<file path="src/rtl/imgproc_msg_reader.sv">
// Avalon-MM master that polls the image processor message FIFO and decodes
// 3-word "RBB" bounding-box messages into registered outputs.
module imgproc_msg_reader #(
    parameter int unsigned POLL_INTERVAL = 1000,
    parameter logic [31:0] MSG_ID        = 32'h00524242,
    parameter int unsigned IMAGE_W       = 640,
    parameter int unsigned IMAGE_H       = 480
) (
    input  logic        clk,
    input  logic        reset,
    output logic        m_chipselect,
    output logic        m_read,
    output logic        m_write,
    output logic [2:0]  m_address,
    output logic [31:0] m_writedata,
    input  logic [31:0] m_readdata,
    input  logic        enable,
    input  logic        flush_req,
    output logic        bb_valid,
    output logic [10:0] bb_left,
    output logic [10:0] bb_right,
    output logic [10:0] bb_top,
    output logic [10:0] bb_bottom,
    output logic        bb_none,
    output logic [15:0] msg_count,
    output logic [7:0]  sync_err_count,
    output logic        busy
);

    localparam int unsigned TIMER_W = $clog2(POLL_INTERVAL);
    localparam logic [TIMER_W-1:0] TIMER_RELOAD = TIMER_W'(POLL_INTERVAL - 1);
    localparam int unsigned COORD_W = 11;

    typedef enum logic [2:0] {
        IDLE,
        ST_RD,
        ST_CAP,
        MSG_RD,
        MSG_CAP,
        FLUSH_WR
    } state_t;

    state_t               state;
    state_t               state_nxt;
    logic [TIMER_W-1:0]   timer;
    logic [7:0]           words_left;
    logic [1:0]           parse_idx;
    logic                 flush_pending;
    logic [COORD_W-1:0]   min_x;
    logic [COORD_W-1:0]   min_y;

    logic [COORD_W-1:0]   rd_x;
    logic [COORD_W-1:0]   rd_y;
    logic                 coord_ok;
    logic                 word_reject;
    logic                 word_commit;

    // Field decode of the word currently on the read data bus
    always_comb begin
        rd_x        = m_readdata[26:16];
        rd_y        = m_readdata[10:0];
        coord_ok    = (m_readdata[31:27] == 5'd0) && (m_readdata[15:11] == 5'd0)
                   && (32'(rd_x) < IMAGE_W) && (32'(rd_y) < IMAGE_H);
        word_reject = 1'b0;
        word_commit = 1'b0;
        if (state == MSG_CAP) begin
            if (parse_idx == 2'd0) begin
                word_reject = (m_readdata != MSG_ID);
            end else begin
                word_reject = !coord_ok;
                word_commit = coord_ok && (parse_idx == 2'd2);
            end
        end
    end

    always_ff @(posedge clk) begin
        if (reset) begin
            state <= IDLE;
        end else begin
            state <= state_nxt;
        end
    end

    // Next-state logic; flush is serviced ahead of the poll timer
    always_comb begin
        state_nxt = state;
        case (state)
            IDLE: begin
                if (flush_pending) begin
                    state_nxt = FLUSH_WR;
                end else if (enable && (timer == '0)) begin
                    state_nxt = ST_RD;
                end
            end
            ST_RD:    state_nxt = ST_CAP;
            ST_CAP:   state_nxt = (m_readdata[15:8] != 8'd0) ? MSG_RD : IDLE;
            MSG_RD:   state_nxt = MSG_CAP;
            MSG_CAP:  state_nxt = (words_left != 8'd0) ? MSG_RD : IDLE;
            FLUSH_WR: state_nxt = IDLE;
            default:  state_nxt = IDLE;
        endcase
    end

    // Bus strobes are registered from the next state so they line up with it
    always_ff @(posedge clk) begin
        if (reset) begin
            m_chipselect   <= 1'b0;
            m_read         <= 1'b0;
            m_write        <= 1'b0;
            m_address      <= 3'd0;
            m_writedata    <= 32'd0;
            busy           <= 1'b0;
            timer          <= TIMER_RELOAD;
            words_left     <= 8'd0;
            parse_idx      <= 2'd0;
            flush_pending  <= 1'b0;
            min_x          <= '0;
            min_y          <= '0;
            bb_valid       <= 1'b0;
            bb_left        <= '0;
            bb_right       <= '0;
            bb_top         <= '0;
            bb_bottom      <= '0;
            bb_none        <= 1'b1;
            msg_count      <= 16'd0;
            sync_err_count <= 8'd0;
        end else begin
            m_chipselect <= (state_nxt == ST_RD) || (state_nxt == MSG_RD) || (state_nxt == FLUSH_WR);
            m_read       <= (state_nxt == ST_RD) || (state_nxt == MSG_RD);
            m_write      <= (state_nxt == FLUSH_WR);
            m_address    <= (state_nxt == MSG_RD) ? 3'd1 : 3'd0;
            m_writedata  <= (state_nxt == FLUSH_WR) ? 32'h10 : 32'h0;
            busy         <= (state_nxt != IDLE);
            bb_valid     <= 1'b0;

            // A request arriving on the service cycle re-arms the flush
            if (flush_req) begin
                flush_pending <= 1'b1;
            end else if (state == FLUSH_WR) begin
                flush_pending <= 1'b0;
            end

            case (state)
                IDLE: begin
                    if (!flush_pending && enable) begin
                        timer <= (timer == '0) ? TIMER_RELOAD : timer - TIMER_W'(1);
                    end
                end
                ST_CAP:   words_left <= m_readdata[15:8];
                MSG_RD:   words_left <= words_left - 8'd1;
                MSG_CAP: begin
                    if (word_reject) begin
                        parse_idx <= 2'd0;
                    end else if (parse_idx == 2'd0) begin
                        parse_idx <= 2'd1;
                    end else if (parse_idx == 2'd1) begin
                        min_x     <= rd_x;
                        min_y     <= rd_y;
                        parse_idx <= 2'd2;
                    end else begin
                        parse_idx <= 2'd0;
                    end
                end
                FLUSH_WR: parse_idx <= 2'd0;
                default: ;
            endcase

            if (word_reject && (sync_err_count != 8'hFF)) begin
                sync_err_count <= sync_err_count + 8'd1;
            end

            if (word_commit) begin
                bb_left   <= min_x;
                bb_top    <= min_y;
                bb_right  <= rd_x;
                bb_bottom <= rd_y;
                bb_none   <= (min_x > rd_x) || (min_y > rd_y);
                bb_valid  <= 1'b1;
                msg_count <= msg_count + 16'd1;
            end
        end
    end

endmodule

</file>
<file path="config.mk">
export PLATFORM = sky130hd
export DESIGN_NAME = imgproc_msg_reader
export DESIGN_NICKNAME = d
export VERILOG_FILES = /design/src/rtl/imgproc_msg_reader.sv
export SDC_FILE = /design/constraint.sdc
export NUM_CORES = 1
export LEC_CHECK = 0
export BUFFER_PORTS_ARGS = -buffer_cell sky130_fd_sc_hd__buf_2
export CAP_MARGIN = 5
export CORE_MARGIN = 5
export CORE_UTILIZATION = 54
export CTS_CLUSTER_DIAMETER = 150
export DETAILED_ROUTE_END_ITERATION = 12
export HOLD_SLACK_MARGIN = 0.03
export PLACE_DENSITY = 0.89
export REMOVE_ABC_BUFFERS = 1
export SYNTH_ARGS = -nofsm -noshare
export SYNTH_HDL_FRONTEND = slang
export SYNTH_SLANG_ARGS = --single-unit
</file>
<file path="constraint.sdc">
create_clock -name clk -period 2.9 [get_ports clk]
set_input_delay 0 -clock clk [delete_from_list [all_inputs] [get_ports clk]]
set_output_delay 0 -clock clk [all_outputs]
set_load 0.05 [all_outputs]
</file>
==> results of run 1 <==
-- repair_timing --
action,in CTS,in global routing
setup endpoints to repair,0,0
gates resized for setup,0,0
endpoints found under the hold margin,51,0
hold buffers,29,0
-- cells in the mapped netlist, drive strengths merged (3+ instances only) --
master / number
dfxtp: 121
nand2: 119
a21oi: 66
buf: 46
nand2b: 43
nor2: 42
inv: 35
clkbuf: 29
ha: 27
mux2i: 21
nor4: 17
nand3: 15
xnor2: 15
o21ai: 14
nand4: 13
nor3: 13
nor2b: 11
o31ai: 10
a211oi: 8
or4: 8
nor3b: 7
or3: 6
a31oi: 5
and3: 5
and4: 5
o211ai: 5
nor4b: 4
mux2: 3
nor4bb: 3
-- metrics by stage --
| step | cell area (um2) | worst slack (ns) | setup TNS [ns] | power, uW | hold WS, ns |
|---|---|---|---|---|---|
| floorplan | 5750 | -1.28 | -58.50 | 2340 | 0.0691 |
| global placement | 6610 | 0.396 | 0 | 2530 | 0.223 |
| detailed placement | 6610 | 0.345 | 0 | 2540 | 0.244 |
| CTS | 7490 | 0.331 | 0 | 4680 | 0.130 |
| global route | 7490 | 0.203 | 0 | 4850 | 0.166 |
| finish | 7490 | 0.332 | 0 | 4670 | 0.142 |
-- worst max-delay path: cells and delay by family (launching register included) --
family	cells	cell delay, ns
simple gates	4	1.73
flops	1	0.37
buf+inv	1	0.26
compound gates	1	0.14
-- logic make-up (layout without fill, tap and decap cells) --
kind of cell	Yosys count	in the layout	synth area share (%)
simple gates	317	317	26.5
mux	24	24	4.03
fa+ha+maj	27	27	5.59
buf+inv	110	219	9.10
compound gates	124	124	12.2
xor+xnor	17	17	2.46
flops	121	121	40.0
other cells	1	33	0.0620
-- worst paths after layout --
kind | from | end | slack [ns] | depth (start not counted)
max | state[1] | msg_count[9] | 0.33 | 6
min | m_readdata[28] | msg_count[11] | 0.14 | 6
max reg2reg | state[1] | msg_count[9] | 0.33 | 6
min reg2reg | bb_left[4] | bb_left[4] | 0.45 | 2
-- area by class of cell --
type | count | area share (%)
multi-input cells | 542 | 42.8
flip-flops and latches | 121 | 32.3
repair buffers | 153 | 12.8
clock buffers | 23 | 6.36
well taps | 140 | 2.34
inverters | 35 | 1.75
clock inverters | 8 | 1.57
-- registers in the layout (all words and copies together) (netlist names), 3 cells and up --
register and count:
min_x 11, bb_bottom 11, bb_top 11, timer 10
min_y 11, msg_count 16, sync_err_count 8, words_left 8
bb_right 11, bb_left 11, state 3
-- where the power goes --
part	total, uW	switching (uW)	internal (uW)	leakage, uW
combinational	773	530	243	0.00186
sequential	1790	56.1	1730	0.000977
clock	2110	718	1390	0.000294
total	4670	1300	3360	0.00313
-- layer usage --
metal | vias to the layer above | part of all wire (%) | global-route usage [%] | wire length [um]
met5 | - | 0 | 0 | 0
met4 | 0 | 3.0 | 11.7 | 449
met3 | 43 | 8.4 | 6.63 | 1240
met2 | 225 | 47 | 36.1 | 6970
met1 | 2532 | 42 | 28.4 | 6160
li1 | 2748 | - | - | -
==> reports/metrics.json, run 1 <==
{
  "setup.worst_path.class": {"value": "flop to flop"},
  "irDropWorstVdd": {"value": 514, "unit": "uV"},
  "post-place-cells": {"value": 962},
  "yosys.area.top_type": {"value": "dfxtp_1"},
  "tightest_slew": {"value": 0.805, "unit": "ns"},
  "totalWireLength": {"value": 14800, "unit": "um"},
  "cp_slowest_cell": {"value": "or3_2"},
  "hold_viol_final": {"value": 0},
  "dieWidth": {"value": 116, "unit": "um"},
  "clk_path_buf_depth": {"value": 2},
  "grt_first_pass_wirelength": {"value": 24600, "unit": "um"},
  "gp_congestion": {"value": 0.857},
  "slowest_delay": {"value": 0.52, "unit": "ns"},
  "htree_num_levels": {"value": 4},
  "synth-main-ff-cell": {"value": "dfxtp_1"},
  "leakagePower": {"value": 0.00313, "unit": "uW"},
  "synth_area_per_cell": {"value": 8.16, "unit": "um2"},
  "drc_errors": {"value": 0},
  "insertion_delay": {"value": 0.53, "unit": "ns"},
  "numPortBuffers": {"value": 111},
  "post-synth-top-area-fraction": {"value": 40.0, "unit": "%"},
  "vias": {"value": 5548},
  "worst_setup_hold_path_clk_slew": {"value": 0.06, "unit": "ns"},
  "placeableCoreArea": {"value": 0.0109, "unit": "mm2"},
  "fin_cells": {"value": 1022},
  "postRouteAntennaNets": {"value": 0},
  "die_area": {"value": 0.0134, "unit": "mm2"},
  "firstDrtPassIters": {"value": 5},
  "grt.total_usage": {"value": 22.8, "unit": "%"},
  "critical_path.startpoint_type": {"value": "flop"},
  "die_h": {"value": 116, "unit": "um"},
  "area.sequential": {"value": 0.00242, "unit": "mm2"},
  "yosysSeqAreaShare": {"value": 40.0, "unit": "%"},
  "n_antenna_cell": {"value": 0},
  "initial_utilization": {"value": 55.6, "unit": "%"},
  "layout_worst_path_cycle_share": {"value": 88.6, "unit": "%"},
  "synth.distinct_cells": {"value": 48},
  "route.detailed.wl_per_inst": {"value": 14.5, "unit": "um"},
  "num-fill-cells": {"value": 847},
  "crit_required": {"value": 3.36, "unit": "ns"},
  "dp_hpwl": {"value": 9890, "unit": "um"},
  "tritoncts.num_buffers": {"value": 17},
  "multiInputGateArea": {"value": 0.00321, "unit": "mm2"},
  "synthesis.instances": {"value": 741},
  "clock_sink_count": {"value": 121},
  "power_density": {"value": 623, "unit": "mW/mm2"},
  "synth.ff_latch_count": {"value": 121},
  "critPathArrivalTime": {"value": 3.03, "unit": "ns"},
  "holdCritPathClass": {"value": "input pin to flop"},
  "nets": {"value": 933},
  "cp_endpoint_kind": {"value": "flop"},
  "cts_root_buffer": {"value": "clkbuf_8"},
  "final_cell_mix": {"value": "121 x dfxtp_1, 119 x nand2_1, 110 x buf_2, 66 x a21oi_1, 43 x nand2b_1"},
  "synth-edff-count": {"value": 0},
  "finalMaxSlewViolations": {"value": 0},
  "rsz0062_at_grt": {"value": "no"},
  "finalSetupViolations": {"value": 0},
  "drive_gt1_share": {"value": 18.4, "unit": "%"},
  "cp_cell_sequence": {"value": "or3b_4 -> or3b_1 -> or3_2 -> buf_4 -> or3_1 -> a21oi_1"},
  "drt_first_iter_violations": {"value": 418},
  "ys_warn_count": {"value": 0},
  "synthToLayoutAreaGrowth": {"value": 23.8, "unit": "%"},
  "max_clock_freq": {"value": 389, "unit": "MHz"},
  "syn-cell-area": {"value": 0.00605, "unit": "mm2"},
  "core_occupancy_in_the_finished_layout": {"value": 68.8, "unit": "%"},
  "run_status": {"value": "complete, no violations"},
  "number_of_antenna_violations_at_the_first_check_in_global_routing": {"value": 0},
  "placementRows": {"value": 38},
  "async_reset_ff_share": {"value": 0, "unit": "%"},
  "postCtsSetupBuffers": {"value": 0},
  "first_global_vias": {"value": 5266},
  "layout.cells.most_common": {"value": "dfxtp_1"},
  "critical_path_peak_fanout": {"value": 26},
  "overflow": {"value": 0},
  "maxCapViolCount": {"value": 0},
  "timing.clock.skew": {"value": 0.00970, "unit": "ns"},
  "detail_route.vias_per_cell": {"value": 5.43},
  "tritoncts": {"value": "done"},
  "largest_net_degree_at_the_start_of_global_routing": {"value": 87},
  "post_synth_main_area_contributors": {"value": "dfxtp_1 40%, nand2_1 7.4%, ha_1 5.6%, a21oi_1 5.5%, nand2b_1 4.4%"},
  "maxSlewHeadroom": {"value": 46.3, "unit": "%"},
  "final.min_clock_period": {"value": 2.57, "unit": "ns"},
  "io_pins": {"value": 145}
}
Power figures use the tool's default switching activity.
==> inputs of run 2 (changes only) <==
Clock period 2.9 ns to 2.6 ns, I/O delays scaled along.
==> reports/metrics.json, run 2 (synthesis results as in run 1) <==
{
  "timing.clock.skew": {"value": 0.00954, "unit": "ns", "change": "was 0.00970 ns"},
  "grt.total_usage": {"value": 22.7, "unit": "%", "change": "was 22.8%"},
  "cts_root_buffer": {"value": "clkbuf_8", "change": "unchanged"},
  "power_density": {"value": 677, "unit": "mW/mm2", "change": "was 623 mW/mm2"},
  "htree_num_levels": {"value": 4, "change": "unchanged"},
  "finalMaxSlewViolations": {"value": 0, "change": "unchanged"},
  "cp_cell_sequence": {"value": "or3b_4 -> or3b_1 -> or3_4 -> buf_4 -> or3_1 -> a21oi_1", "change": "was or3b_4 -> or3b_1 -> or3_2 -> buf_4 -> or3_1 -> a21oi_1"},
  "tritoncts.num_buffers": {"value": 17, "change": "unchanged"},
  "drive_gt1_share": {"value": 18.5, "unit": "%", "change": "was 18.4%"},
  "critPathArrivalTime": {"value": 2.78, "unit": "ns", "change": "was 3.03 ns"},
  "crit_path_start": {"value": "state[1]", "change": "unchanged"},
  "synthToLayoutAreaGrowth": {"value": 23.5, "unit": "%", "change": "was 23.8%"},
  "critical_path.startpoint_type": {"value": "flop", "change": "unchanged"},
  "setup.worst_path.class": {"value": "flop to flop", "change": "unchanged"},
  "worst_setup_hold_path_clk_slew": {"value": 0.05, "unit": "ns", "change": "was 0.06 ns"},
  "holdCritPathClass": {"value": "input pin to flop", "change": "unchanged"},
  "hold_viol_final": {"value": 0, "change": "unchanged"},
  "first_global_vias": {"value": 5305, "change": "was 5266"},
  "crit_required": {"value": 3.05, "unit": "ns", "change": "was 3.36 ns"},
  "grt_first_pass_wirelength": {"value": 24500, "unit": "um", "change": "was 24600 um"},
  "regMostFlops": {"value": "msg_count", "change": "unchanged"},
  "cpLargestDelayFamily": {"value": "simple AND/OR/NAND/NOR gates", "change": "unchanged"},
  "postCtsSetupBuffers": {"value": 0, "change": "unchanged"},
  "critical_path_peak_fanout": {"value": 20, "change": "was 26"},
  "insertion_delay": {"value": 0.52, "unit": "ns", "change": "was 0.53 ns"},
  "gp_congestion": {"value": 0.886, "change": "was 0.857"},
  "leakagePower": {"value": 0.00313, "unit": "uW", "change": "about the same"},
  "die_h": {"value": 116, "unit": "um", "change": "unchanged"},
  "slowest_delay": {"value": 0.42, "unit": "ns", "change": "was 0.52 ns"},
  "initial_utilization": {"value": 55.6, "unit": "%", "change": "unchanged"},
  "clk_path_buf_depth": {"value": 2, "change": "unchanged"},
  "number_of_antenna_violations_at_the_first_check_in_global_routing": {"value": 0, "change": "unchanged"},
  "timing.critical_path.buf_inv": {"value": 1, "change": "unchanged"},
  "tightest_slew": {"value": 0.630, "unit": "ns", "change": "was 0.805 ns"},
  "layout_worst_path_cycle_share": {"value": 89.7, "unit": "%", "change": "was 88.6%"},
  "max_clock_freq": {"value": 429, "unit": "MHz", "change": "was 389 MHz"},
  "dieWidth": {"value": 116, "unit": "um", "change": "unchanged"},
  "summed_negative_setup_slack_over_all_endpoints": {"value": 0, "unit": "ns", "change": "unchanged"},
  "min_from": {"value": "m_readdata[31]", "change": "was m_readdata[28]"},
  "maxSlewHeadroom": {"value": 57.9, "unit": "%", "change": "was 46.3%"},
  "dp_hpwl": {"value": 10100, "unit": "um", "change": "was 9890 um"},
  "firstDrtPassIters": {"value": 5, "change": "unchanged"},
  "placeableCoreArea": {"value": 0.0109, "unit": "mm2", "change": "unchanged"},
  "largest_net_degree_at_the_start_of_global_routing": {"value": 48, "change": "was 87"},
  "irDropWorstVdd": {"value": 527, "unit": "uV", "change": "was 514 uV"},
  "timing.rr.start": {"value": "state[1]", "change": "unchanged"},
  "final.min_clock_period": {"value": 2.33, "unit": "ns", "change": "was 2.57 ns"},
  "clock_sink_count": {"value": 121, "change": "unchanged"},
  "io_pins": {"value": 145, "change": "unchanged"},
  "tritoncts": {"value": "done", "change": "unchanged"},
  "final_cell_mix": {"value": "121 x dfxtp_1, 119 x nand2_1, 110 x buf_2, 66 x a21oi_1, 43 x nand2b_1", "change": "unchanged"},
  "postRouteAntennaNets": {"value": 0, "change": "unchanged"},
  "overflow": {"value": 0, "change": "unchanged"},
  "post-place-cells": {"value": 964, "change": "was 962"},
  "cp_slowest_cell": {"value": "or3b_4", "change": "was or3_2"},
  "cp_endpoint_kind": {"value": "flop", "change": "unchanged"},
  "layout.cells.most_common": {"value": "dfxtp_1", "change": "unchanged"},
  "run_status": {"value": "complete, no violations", "change": "unchanged"},
  "totalWireLength": {"value": 15100, "unit": "um", "change": "was 14800 um"},
  "finalSetupViolations": {"value": 0, "change": "unchanged"},
  "route.detailed.wl_per_inst": {"value": 14.7, "unit": "um", "change": "was 14.5 um"},
  "maxCapViolCount": {"value": 0, "change": "unchanged"},
  "largest_register_ffs": {"value": 16, "change": "unchanged"},
  "placementRows": {"value": 38, "change": "unchanged"},
  "die_area": {"value": 0.0134, "unit": "mm2", "change": "unchanged"},
  "drc_errors": {"value": 0, "change": "unchanged"},
  "fin_cells": {"value": 1025, "change": "was 1022"},
  "rsz0062_at_grt": {"value": "no", "change": "unchanged"},
  "drt_first_iter_violations": {"value": 374, "change": "was 418"},
  "vias": {"value": 5507, "change": "was 5548"},
  "nets": {"value": 935, "change": "was 933"},
  "n_antenna_cell": {"value": 0, "change": "unchanged"},
  "numPortBuffers": {"value": 111, "change": "unchanged"},
  "detail_route.vias_per_cell": {"value": 5.37, "change": "was 5.43"}
}
run 2: routing by layer:
metal	vias up	track usage (%)	wire length, um
li1	2752	-	-
met1	2536	29.0	6640
met2	202	37.0	7140
met3	17	6.58	1120
met4	0	7.66	177
met5	-	0	0
run 2: path summary, 6_finish.rpt:
kind	end	slack, ns	cells after the start
max	msg_count[9]	0.27	6
max reg2reg	msg_count[9]	0.27	6
min reg2reg	bb_right[4]	0.46	2
min	msg_count[11]	0.13	6
run 2: final cells by class:
class	instances	area, um2
fillers	851	3420
multi-input cells	542	3210
flip-flops and latches	121	2420
repair buffers	155	973
clock buffers	22	453
well taps	140	175
inverters	35	131
clock inverters	10	100
run 2: worst min-delay path, cell delays in order:
cell	delay, ns
buf_2	0.07
nor2_1	0.06
nand3_1	0.11
or3_4	0.17
or3_1	0.11
a21oi_1	0.06
run 2: repair_timing:
| item | CTS | global route |
|---|---|---|
| endpoints found under the hold margin | 68 | 0 |
| resized for setup | 0 | 1 |
| setup endpoints to repair | 0 | 1 |
| hold buffers | 29 | 0 |
run 2: where the power goes:
| part | switching, uW | leakage [uW] | internal (uW) |
|---|---|---|---|
| clock network | 789 | 0.000282 | 1400 |
| registers | 54.3 | 0.000977 | 1930 |
| logic | 603 | 0.00187 | 278 |
| total | 1450 | 0.00313 | 3610 |
run 2: through the flow:
| step | area [um2] | setup WS (ns) | util (%) | total power [uW] | hold slack (ns) |
|---|---|---|---|---|---|
| final | 7470 | 0.267 | 68.6 | 5060 | 0.126 |
| after global routing | 7470 | 0.147 | 68.6 | 5290 | 0.138 |
| after CTS | 7460 | 0.136 | 68.5 | 5080 | 0.149 |
| after global placement | 6620 | 0.196 | 60.8 | 2830 | 0.222 |
| after detailed placement | 6620 | 0.187 | 60.8 | 2850 | 0.236 |
| after floorplan | 5750 | -1.58 | - | 2610 | 0.0691 |
